<file path="src/rtl/alu_mult_sequencer.sv">
// Shift-add unsigned multiplier that borrows the shared ALU.
// One ALU add per cycle, WIDTH iterations, then a one-cycle done.
module alu_mult_sequencer #(
  parameter int         WIDTH   = 32,
  parameter logic [3:0] ALU_ADD = 4'b0010,
  parameter logic [3:0] ALU_AND = 4'b0000
) (
  input  logic               clk,
  input  logic               rst_n,
  input  logic               start,
  input  logic [WIDTH-1:0]   multiplicand,
  input  logic [WIDTH-1:0]   multiplier,
  output logic               busy,
  output logic               done,
  output logic [2*WIDTH-1:0] product,
  output logic               aluOwn,
  output logic [WIDTH-1:0]   aluInputA,
  output logic [WIDTH-1:0]   aluInputB,
  output logic [3:0]         aluControl,
  input  logic [WIDTH-1:0]   aluResult
);

  localparam int CW = $clog2(WIDTH);
  localparam logic [CW-1:0] LAST = CW'(WIDTH - 1);

  typedef enum logic [1:0] {
    IDLE,
    RUN,
    DONE
  } state_t;

  state_t           state;
  logic [WIDTH-1:0] mcand;
  logic [WIDTH-1:0] prod_hi;
  logic [WIDTH-1:0] prod_lo;
  logic [CW-1:0]    count;
  logic             carry;

  always_comb begin
    aluInputA  = '0;
    aluInputB  = '0;
    aluControl = ALU_AND;
    if (state == RUN) begin
      aluInputA  = prod_hi;
      aluInputB  = prod_lo[0] ? mcand : '0;
      aluControl = ALU_ADD;
    end
  end

  // The ALU has no carry out; a wrapped sum is smaller than its operand.
  assign carry = (aluResult < prod_hi);

  always_ff @(posedge clk or negedge rst_n) begin
    if (!rst_n) begin
      state   <= IDLE;
      mcand   <= '0;
      prod_hi <= '0;
      prod_lo <= '0;
      count   <= '0;
    end else begin
      unique case (state)
        IDLE: begin
          if (start) begin
            mcand   <= multiplicand;
            prod_lo <= multiplier;
            prod_hi <= '0;
            count   <= '0;
            state   <= RUN;
          end
        end
        RUN: begin
          {prod_hi, prod_lo} <=
            {carry, aluResult, prod_lo[WIDTH-1:1]};
          count <= count + CW'(1);
          if (count == LAST) state <= DONE;
        end
        DONE: state <= IDLE;
        default: state <= IDLE;
      endcase
    end
  end

  assign busy    = (state != IDLE);
  assign done    = (state == DONE);
  assign aluOwn  = (state == RUN);
  assign product = {prod_hi, prod_lo};

endmodule

</file>
<file path="config.mk">
export PLATFORM = sky130hd
export DESIGN_NAME = alu_mult_sequencer
export DESIGN_NICKNAME = d
export VERILOG_FILES = /design/src/rtl/alu_mult_sequencer.sv
export SDC_FILE = /design/constraint.sdc
export NUM_CORES = 1
export LEC_CHECK = 0
export CORE_MARGIN = 2
export CORE_UTILIZATION = 39
export CTS_CLUSTER_DIAMETER = 40
export DETAILED_ROUTE_END_ITERATION = 6
export PLACE_DENSITY = 0.78
export REMOVE_ABC_BUFFERS = 1
export SYNTH_ARGS = -nofsm -noshare
export SYNTH_HDL_FRONTEND = slang
export SYNTH_SLANG_ARGS = --single-unit
</file>
<file path="constraint.sdc">
create_clock -name clk -period 1.6 [get_ports clk]
set_input_delay 0.32 -clock clk [delete_from_list [all_inputs] [get_ports clk]]
set_output_delay 0.32 -clock clk [all_outputs]
set_load 0.02 [all_outputs]
</file>
# Word level (Yosys, flattened, before mapping)
# Cells that the tools add are included.
# word_totals
ff_bits,103
word_cells,31
# classes
add_sub_neg,1
order_cmp,1
n_eq_ne,5
muxes,13
n_reduce_logical,6
# op_table
operator,n
$mux 32,5
$pmux 32 s2,2
$lt 32x32->1,1
$pmux 5 s2,1
$mux 2,3
$reduce_and 2->1,3
$add 5x1->5 const B,1
$eq 5x5->1 const B,1
$mux 5,1
$pmux 2 s2,1
$reduce_bool 2->1,2
$eq 2x1->1 const B,1
$eq 2x2->1 const B,1
$logic_not 2->1,1
$ne 2x1->1 const B,1
$ne 2x2->1 const B,1

# Longest topological paths before layout
# depth
word_depth,3
depth_mapped,8

# Worst setup path after synthesis
# No wires, ideal clock.
# synth_path
kind,register to output
start,register state[1]
end,output port aluControl[1]
arrival_time_ps,1452
required_ps,1280
setup_slack_ps,-172
path_stages_with_launch,7
n_path_buf,4
cell_sequence,dfrtp_1 -> nand2b_1 -> buf_2 -> inv_2 -> buf_6 -> clkbuf_1 -> buf_4
# synth_via
elab_chain_len,2
# synth_lines
item,line_no,source
"start, declared",32,state_t state;
"start signal, assigned",55,state <= IDLE;
"start signal, assigned",68,state <= RUN;
"start signal, assigned",75,if (count == LAST) state <= DONE;
$eq 2x1->1,--,
via aluOwn,16,"output logic aluOwn,"
$mux 2,43,if (state == RUN) begin
"end, declared",19,"output logic [3:0] aluControl,"
# The timed path passes the listed nets, and every way through them passes these cells.

# Final worst setup path
# layout_path
start,register state[1]
end,output port aluInputB[21]
# layout_via
elab_chain_len,2
# layout_lines
item,line_no,source
$eq 2x1->1,43,
$mux 32,43,
"end, declared",18,"output logic [WIDTH-1:0] aluInputB,"
# No other way between the ends.

==> results.py <==
metrics = {
    "timing": {
        "grt_setup_unrepaired": "yes",
        "fin_crit_sh": 1.12,
        "slew_viol_final": 0,
        "setup_viol": 89,
        "fin_worst_skew_ps": 6.39,
        "clock.fmax_mhz": 559,
        "final.setup.worst_slack_ps": -190,
        "finalHoldViolations": 0,
        "min_period_ps": 1790,
    },
    "global_routing": {
        "grt_overflow": 0,
        "grt_pass1_vias": 5300,
        "track_usage": 0.225,
        "grt_max_degree": 39,
        "grt_antenna_before_repair": 0,
        "grt_pass1_wl_um": 26200,
    },
    "placement": {
        "preCtsSetupSlack_ps": -451,
        "place_area_um2": 8180,
        "io_buffers": 230,
        "place_congestion": 0.822,
        "post-dp-hpwl_um": 11600,
    },
    "floorplanning": {
        "core_um2": 13300,
        "die_width_um": 121,
        "dieArea_um2": 14700,
        "fp.dieH_um": 121,
        "rows": 42,
        "ios": 234,
        "start_util": 0.402,
    },
    "outcome": {
        "violations": "negative setup slack",
        "outcome": "complete, but fails checks",
    },
    "setup_path": {
        "r2r_end": "prod_hi[31]$_DFFE_PN0P_",
        "end_kind": "output pin",
        "rr_worst_depth": 7,
        "r2r-start": "state[0]$_DFFE_PN0P_",
        "startpoint_type": "flip-flop",
        "worstSetupPathType": "reg -> out",
        "cp_max_fo": 16,
        "cp-startpoint": "state[1]$_DFFE_PN0P_",
        "arrival_ps": 1470,
        "crit_path_end": "aluInputB[21]",
        "crit_required_ps": 1280,
        "rrSetupSlack_ps": -90,
    },
    "power_and_ir_drop": {
        "sw_frac_of_total": 0.438,
        "p_leak_nw": 4.46,
        "power_density_nw_per_um2": 2010,
        "p_int_mw": 10.3,
        "p_sw_mw": 7.99,
        "clkPwrFrac": 0.126,
        "combPwrFrac": 0.632,
        "seqPwrFrac": 0.241,
        "ir_worst_vdd_mv": 1.00,
    },
    "finish": {
        "num_antenna_cells": 0,
        "final_nets": 1047,
        "stdcell_area_um2": 9100,
        "syn2layout_area_growth_pct": 70.3,
        "fin_util": 0.684,
        "drive_above_1_share": 0.238,
    },
    "clock_network": {
        "htreeDepth": 3,
        "root_buffer": "clkbuf_16",
        "clk_pin_slew_ps": 70,
        "cts_num_sinks": 103,
        "clock_path_buffers": 2,
        "cts_tree": "built",
        "cts_inserted_buffers": 9,
        "clock_latency_ps": 350,
    },
    "synthesis": {
        "syn_area_um2": 5340,
        "ys_warn_count": 0,
        "syn_avg_cell_area_um2": 8.32,
        "synth.distinct_cells": 37,
        "netlist_instances": 642,
        "yosysSeqAreaShare": 0.482,
        "synth_top_area_cell": "dfrtp_1",
        "synth_area_leaders": "dfrtp_1, nand2_1, ha_1",
        "synthArstFlopShare": 1.00,
        "synth_top_area_frac": 0.482,
        "synth-seq-cells": 103,
        "synth-edff-count": 0,
        "ys.flop_type": "dfrtp_1",
    },
    "drt": {
        "dr.pass1.iters": 5,
        "wirelength_um": 17300,
        "routedWlPerCell_um": 15.8,
        "postRouteAntennaNets": 0,
        "avgViaCountPerCell": 5.02,
        "drt_iter0_drc": 222,
        "drc_errors": 0,
        "vias": 5498,
    },
    "job": {
        "maxCapViolations": 0,
    },
    "worst_hold_path": {
        "hp-class": "in -> reg",
    },
}
## cell families after synthesis
kind of cell / after synthesis / share of synthesized area
AND/OR/NAND/NOR: 327 / 0.256
adder cells (fa/ha/maj): 33 / 0.0773
other: 1 / 0.000702
flip-flops: 103 / 0.482
buffers and inverters: 82 / 0.0658
AO/OA/AOI/OAI: 95 / 0.117
XOR/XNOR: 1 / 0.00164
## metal layers
layer	up-vias	share of wire	global-route usage
met2	160	0.49	0.379
met3	33	0.050	0.0414
met1	2628	0.43	0.285
li1	2677	-	-
met5	-	0	0
met4	0	0.032	0.0901
## through the flow
step | setup TNS, ps | hold slack, ps | total power [mW] | cells
floorplan | -601380 | 24.4 | 9.52 | 596
global placement | -26080 | 256 | 14.8 | 1054
detailed placement | -26440 | 263 | 15.0 | 1054
CTS | -9990 | 376 | 17.0 | 1075
global route | -17150 | 315 | 19.4 | 1096
finish | -9490 | 297 | 18.3 | 1096
## worst min-delay path by stage
stage,endpoint,slack [ps],cells past startpoint,startpoint
final,prod_hi[12]$_DFFE_PN0P_,300,3,aluResult[13]
after floorplan,count[0]$_DFFE_PN0P_,20,0,rst_n
after CTS,prod_hi[26]$_DFFE_PN0P_,380,3,aluResult[27]
after global placement,prod_hi[4]$_DFFE_PN0P_,260,1,rst_n
after global routing,prod_hi[12]$_DFFE_PN0P_,320,3,aluResult[13]
after detailed placement,prod_hi[2]$_DFFE_PN0P_,260,1,rst_n
## layout make-up
class / count / area [µm²]
fillers: 1051 / 4200
repair buffers: 308 / 3140
multi-input cells: 459 / 2720
flip-flops and latches: 103 / 2580
clock buffers: 12 / 256
well taps: 176 / 220
inverters: 34 / 133
clock inverters: 4 / 53.8
## sequential cells by signal (all words and copies together), names as in the netlist
signal   count
mcand       32
prod_hi     32
prod_lo     32
count        5
state        2
## power groups by stage
stage,clock (mW),sequential [mW],combinational [mW]
floorplan,0,5.14,4.38
global placement,0,4.40,10.4
detailed placement,0,4.44,10.6
CTS,2.34,4.39,10.3
global route,2.43,4.56,12.4
finish,2.31,4.41,11.6
## worst max-delay path, cell delays in order (launching register included)
cell	delay, ps
dfrtp_1	380
nand2b_4	180
inv_6	90
buf_16	150
and3_1	200
buf_6	130
## synthesized netlist by cell type, drive strengths merged (3+ instances only)
| master | number |
|---|---|
| nand2 | 207 |
| dfrtp | 103 |
| nor2 | 66 |
| inv | 34 |
| and3 | 33 |
| ha | 33 |
| a31oi | 32 |
| o31ai | 30 |
| clkbuf | 25 |
| buf | 23 |
| a21oi | 11 |
| o21ai | 11 |
| nand3 | 5 |
| nand2b | 3 |
| nand4 | 3 |
## timing repair
| item | CTS | global route |
|---|---|---|
| hold buffers | 1 | 0 |
| pin swaps | 11 | 25 |
| cloned | 1 | 8 |
| setup buffers | 3 | 13 |
| setup endpoints to repair | 134 | 78 |
| endpoints found under the hold margin | 20 | 0 |
| gates resized for setup | 449 | 92 |
## cells in the final DEF, fill, tap and decap left out, drive strengths merged, types with 2 or more instances in the layout
cell	n
o21a	2
o21ai	11
nand4	3
clkbuf	18
a221oi	2
dlymetal6s2s	4
dlygate4sd2	66
nand2	207
nor2	66
buf	140
nand3	5
a21oi	11
clkdlybuf4s50	91
and4	2
clkinvlp	2
nor3	2
a2111oi	2
and2	2
conb	3
and3	33
dfrtp	103
ha	33
o31ai	30
nand2b	3
a31oi	32
inv	34
(Power assumes the default switching activity.)
